===== config.mk =====
export PLATFORM = sky130hd
export DESIGN_NAME = regfile
export DESIGN_NICKNAME = d
export VERILOG_FILES = /design/src/rtl/regfile.sv
export SDC_FILE = /design/constraint.sdc
export NUM_CORES = 2
export LEC_CHECK = 0
export BUFFER_PORTS_ARGS = -buffer_cell sky130_fd_sc_hd__buf_2
export CAP_MARGIN = 20
export CORE_MARGIN = 4
export CORE_UTILIZATION = 52
export CTS_BUF_LIST = sky130_fd_sc_hd__clkbuf_2 sky130_fd_sc_hd__clkbuf_4 sky130_fd_sc_hd__clkbuf_8
export DETAILED_ROUTE_END_ITERATION = 8
export PLACE_DENSITY = 0.73
export SETUP_SLACK_MARGIN = 0.3
export SLEW_MARGIN = 20
export SYNTH_ARGS = -nofsm -noshare
export SYNTH_HDL_FRONTEND = slang
export SYNTH_SLANG_ARGS = --single-unit
export TNS_END_PERCENT = 30

===== constraint.sdc =====
create_clock -name clk -period 30.1 [get_ports clk]
set_input_delay 3.01 -clock clk [delete_from_list [all_inputs] [get_ports clk]]
set_output_delay 3.01 -clock clk [all_outputs]
set_load 0.05 [all_outputs]

===== src/rtl/regfile.sv =====
// regfile: architectural register file for the five-stage OpenMIPS pipeline.
// 32 x 32-bit general-purpose registers, r0 hardwired to zero.
// Two combinational read ports for decode, one write port from write-back,
// and a handshaked dump port that streams r0..r31 in order.
// Optional feature macro: REGFILE_BYPASS_EN -- when defined, a read port that
// addresses the register being written this cycle returns wdata immediately.

module regfile (
  input  logic        clk,
  input  logic        rst,
  input  logic        we,
  input  logic [4:0]  waddr,
  input  logic [31:0] wdata,
  input  logic        re1,
  input  logic [4:0]  raddr1,
  output logic [31:0] rdata1,
  input  logic        re2,
  input  logic [4:0]  raddr2,
  output logic [31:0] rdata2,
  input  logic        dump_req,
  input  logic        dump_ready,
  output logic        dump_valid,
  output logic [4:0]  dump_addr,
  output logic [31:0] dump_data,
  output logic        dump_busy,
  output logic        dump_done
);

  typedef enum logic [1:0] {
    ST_IDLE = 2'd0,
    ST_DUMP = 2'd1,
    ST_DONE = 2'd2
  } dump_state_e;

  logic [31:0] regs_r [32];

  dump_state_e state_r;
  dump_state_e state_nxt_s;
  logic        dump_valid_r;
  logic        valid_nxt_s;
  logic [4:0]  dump_addr_r;
  logic [4:0]  addr_nxt_s;
  logic [31:0] dump_data_r;
  logic [31:0] data_nxt_s;
  logic        dump_done_r;
  logic        done_nxt_s;

  logic        wr_en_s;
  logic [4:0]  next_idx_s;
  logic [31:0] next_load_s;

  // A write only has effect when enabled and not aimed at r0.
  assign wr_en_s    = we && (waddr != 5'd0);
  assign next_idx_s = dump_addr_r + 5'd1;

  // Register array: cleared on reset, r0 never written.
  always_ff @(posedge clk or posedge rst) begin
    if (rst) begin
      for (int i = 0; i < 32; i++) begin
        regs_r[i] <= 32'h0000_0000;
      end
    end else if (wr_en_s) begin
      regs_r[waddr] <= wdata;
    end
  end

  // Read port 1: zero under reset, disable or r0; otherwise stored (or bypassed) value.
  always_comb begin
    rdata1 = 32'h0000_0000;
    if (rst || !re1 || (raddr1 == 5'd0)) begin
      rdata1 = 32'h0000_0000;
    end
`ifdef REGFILE_BYPASS_EN
    else if (wr_en_s && (raddr1 == waddr)) begin
      rdata1 = wdata;
    end
`endif
    else begin
      rdata1 = regs_r[raddr1];
    end
  end

  // Read port 2: identical rules to port 1.
  always_comb begin
    rdata2 = 32'h0000_0000;
    if (rst || !re2 || (raddr2 == 5'd0)) begin
      rdata2 = 32'h0000_0000;
    end
`ifdef REGFILE_BYPASS_EN
    else if (wr_en_s && (raddr2 == waddr)) begin
      rdata2 = wdata;
    end
`endif
    else begin
      rdata2 = regs_r[raddr2];
    end
  end

  // Value for the next dump beat; a same-edge write to that index is written through.
  always_comb begin
    next_load_s = 32'h0000_0000;
    if (wr_en_s && (waddr == next_idx_s)) begin
      next_load_s = wdata;
    end else begin
      next_load_s = regs_r[next_idx_s];
    end
  end

  // Dump FSM next-state and next-beat logic; beat is held while not accepted.
  always_comb begin
    state_nxt_s = state_r;
    valid_nxt_s = dump_valid_r;
    addr_nxt_s  = dump_addr_r;
    data_nxt_s  = dump_data_r;
    done_nxt_s  = 1'b0;
    case (state_r)
      ST_IDLE: begin
        if (dump_req) begin
          state_nxt_s = ST_DUMP;
          valid_nxt_s = 1'b1;
          addr_nxt_s  = 5'd0;
          data_nxt_s  = 32'h0000_0000;  // r0 is always zero
        end else begin
          valid_nxt_s = 1'b0;
        end
      end
      ST_DUMP: begin
        if (dump_valid_r && dump_ready) begin
          if (dump_addr_r == 5'd31) begin
            state_nxt_s = ST_DONE;
            valid_nxt_s = 1'b0;
            done_nxt_s  = 1'b1;
          end else begin
            addr_nxt_s = next_idx_s;
            data_nxt_s = next_load_s;
          end
        end else begin
          addr_nxt_s = dump_addr_r;
          data_nxt_s = dump_data_r;
        end
      end
      ST_DONE: begin
        state_nxt_s = ST_IDLE;
        valid_nxt_s = 1'b0;
      end
      default: begin
        state_nxt_s = ST_IDLE;
        valid_nxt_s = 1'b0;
        addr_nxt_s  = 5'd0;
        data_nxt_s  = 32'h0000_0000;
      end
    endcase
  end

  // Dump FSM state and registered dump outputs.
  always_ff @(posedge clk or posedge rst) begin
    if (rst) begin
      state_r      <= ST_IDLE;
      dump_valid_r <= 1'b0;
      dump_addr_r  <= 5'd0;
      dump_data_r  <= 32'h0000_0000;
      dump_done_r  <= 1'b0;
    end else begin
      state_r      <= state_nxt_s;
      dump_valid_r <= valid_nxt_s;
      dump_addr_r  <= addr_nxt_s;
      dump_data_r  <= data_nxt_s;
      dump_done_r  <= done_nxt_s;
    end
  end

  assign dump_valid = dump_valid_r;
  assign dump_addr  = dump_addr_r;
  assign dump_data  = dump_data_r;
  assign dump_done  = dump_done_r;
  assign dump_busy  = (state_r != ST_IDLE);

endmodule


==> results by group <==
Pwr
  • Total power: 5.40 mW
  • Pwr/cell area: 75.8 nW/um^2
  • Combinational Power Share: 35.7%
  • Sw frac: 37.7%
  • LEAKAGE: 31.1 nW
  • VDD IR max: 71.3 uV
  • Clock network power share: 27.0%
  • Flop pwr share: 37.4%
  • Pint: 3.36 mW
  • Sw power: 2.03 mW

Yosys
  • Ys async rst share: 100%
  • Synth top area share: 40.6%
  • FF+latch count, synth: 1065
  • Sequential share of the synthesized area: 40.6%
  • Most frequent cell after synthesis: mux2_2
  • Syn avg cell area: 12.0 sq um
  • EDFF count, synth: 0
  • Synthesized cell area: 65700 sq um
  • Cell accounting for the most synthesized area: dfrtp_1
  • Cells after Synth: 5462
  • Library cells used by synthesis: 50
  • Largest cells by area after synthesis: dfrtp_1 41%, mux2_2 19%, mux4_2 13%, mux2i_1 6.6%, nand2_1 2.5%
  • Main synth FF type: dfrtp_1
  • Yosys Warn Count: 0
  • Post-Syn Nets: 5518
  • Most common library cells after synthesis: 1116 x mux2_2, 1065 x dfrtp_1, 436 x mux2i_1

STA
  • Relative slew slack: 18.7%
  • Final Max Slew Viols: 0
  • Tmin final: 10130 ps
  • Achievable Freq: 98.7 MHz
  • Final worst path period share: 33.7%
  • Worst-margin pin slew: 1220 ps
  • Worst Clk Skew: 52.8 ps
  • Fin. Hold Viols: 0
  • Fin Setup TNS: 0 ps
  • Final setup violation count: 0
  • RSZ-0062 raised after global routing: false

Global route
  • Largest net degree at the start of global routing: 168
  • Initial antenna violation count: 8
  • Gr usage total: 35.3%
  • Total gr overflow: 0
  • First-pass GRT wire length: 345 mm
  • Met1 Usage GRT: 46.7%
  • Number of global-route vias before repair: 51200
  • Met2 GRT Util: 51.3%
  • Most used routing layer in global routing: met2
  • Global Route met3 Usage: 11.4%

Floorplanning
  • Die ar.: 132000 sq um
  • Io pins: 158
  • Chip height: 364 microns
  • # rows: 130
  • Core footprint: 126000 sq um
  • Initial Utilization: 52.3%
  • Chip width: 364 microns

Setup path
  • CP most frequent cell: buf_4
  • Startpoint Class: input pin
  • Critical Path Fanout Max: 76
  • CP max stage delay: 920 ps
  • Critical path class: input pin to output pin
  • Slowest CP cell: buf_4
  • R2R Setup Slk: 25260 ps
  • Critical Path AT: 7120 ps
  • CP Data Required Time: 27090 ps
  • Crit path capture type: output pin
  • CP Cell Sequence: buf_8, buf_4, buf_4, mux2_2, o21ai_0, a21oi_1, a22oi_1, o211ai_1, o211a_1, buf_2

Run status
  • Status: finished, final reports clean

Detailed routing
  • DR vias: 52300
  • Antenna Violating Nets Remaining: 0
  • Via density per instance: 7.38
  • Residual DRC: 0
  • Drt total wl: 236 mm
  • Routed WL per cell: 33.3 microns
  • Drt first pass iters: 7
  • DR iter-0 viols: 7723

Clock tree
  • CTS Sinks: 1065
  • CTS Buf Count: 180
  • Longest Clk Path Bufs: 3
  • TritonCTS clock tree: yes
  • Clk pin slew, worst setup/hold paths: 60 ps
  • Worst-Skew Late Latency: 950 ps
  • # hold bufs at CTS: 0
  • Root Driver: clkbuf_8
  • H-tree levels: 4
  • Post-CTS setup buffers: 0
  • Post-CTS Resized: 0

Cells and area
  • P&R area growth vs syn: 8.31%
  • Final net count: 5343
  • Share of cells above drive strength 1: 39.5%
  • FILL cells: 10300

Placement
  • Port bufs: 157
  • Dpl hpwl: 125 mm
  • Final RePlAce weighted congestion: 0.864

Job
  • Max-Cap Viols: 0

Min path
  • Worst hold-check path type: flip-flop to flip-flop
## registers in the layout (all words and copies together), names as in the netlist
register	cells
dump_addr	5
dump_data	32
dump_done	1
dump_valid	1
regs_r	1024
state_r	2
## cells in the final DEF, fill, tap and decap left out, drive strengths merged, types with 5 or more instances in the layout
cell type     n
a21oi       127
or2           5
o21ai       254
nand3       250
a22oi       125
nand4        95
nor3          5
dfrtp      1065
a32oi        62
nor2b        10
nand2       435
buf         250
mux2i       436
clkbuf      281
clkinvlp      7
o211ai       62
diode         6
and4b        30
inv           9
o211a        62
bufinv        7
a221oi      124
mux2       1116
clkinv       26
nor2        147
mux4        401
and3          5
## through the flow
stage | util [%] | cell area (sq um) | hold slack [ps] | instances | worst slack [ps]
final | 56.7 | 71200 | 419 | 7087 | 19970
after global routing | 56.7 | 71200 | 434 | 7083 | 19720
after CTS | 56.7 | 71100 | 419 | 7081 | 20090
after detailed placement | 53.4 | 67100 | 406 | 6755 | 20080
after global placement | 53.4 | 67100 | 403 | 6755 | 20070
after floorplan | - | 65700 | 447 | 5462 | 6600
## power by group through the flow
stage | Sequential (mW) | Clock, mW | Combinational, mW
2_1_floorplan | 2.00 | 0 | 1.33
3_3_place_gp | 2.00 | 0 | 1.83
3_5_place_dp | 2.02 | 0 | 1.87
4_1_cts | 2.00 | 1.46 | 1.88
5_1_grt | 2.05 | 1.52 | 2.01
6_report | 2.02 | 1.45 | 1.92
## cell families after synthesis
family / count (synthesis) / share of synthesized area (%)
DFF: 1065 / 40.6
AOI/OAI and AO/OA: 821 / 8.52
and+or+nand+nor: 1002 / 7.04
buffers and inverters: 611 / 4.11
muxes: 1953 / 39.6
xor gates and xnor gates: 8 / 0.196
adders and majority gates: 2 / 0.0381
## routing by layer
metal	routed length (microns)	share of wire, %
met2	102000	43
met3	32200	14
met4	15600	6.6
met1	86400	37
met5	74	0.031
## area by class of cell
| type | instances | area [sq um] | area share [%] |
|---|---|---|---|
| well taps | 1650 | 2060 | 2.90 |
| inverters | 2 | 11.3 | 0.0158 |
| multi-input cells | 3786 | 36700 | 51.6 |
| clock inverters | 47 | 480 | 0.675 |
| clock buffers | 279 | 3560 | 5.00 |
| repair buffers | 252 | 1670 | 2.34 |
| diodes | 6 | 15.0 | 0.0211 |
| flip-flops and latches | 1065 | 26700 | 37.4 |
## worst max-delay path: cells and delay by family
kind                   cells  cell delay (ps)
muxes                      1              420
buffers and inverters      4             2560
AOI/OAI and AO/OA          5              900
## path summary, 6_finish.rpt
path                         startpoint             to  cells after the start
max                           raddr1[0]      rdata1[8]                     10
min                        regs_r[1016]   regs_r[1016]                      0
max reg2reg                dump_addr[0]  dump_data[11]                      9
min reg2reg                regs_r[1016]   regs_r[1016]                      0
max in group asynchronous           rst    regs_r[752]                      6
min in group asynchronous           rst    regs_r[992]                      2
Power figures use the tool's default switching activity.
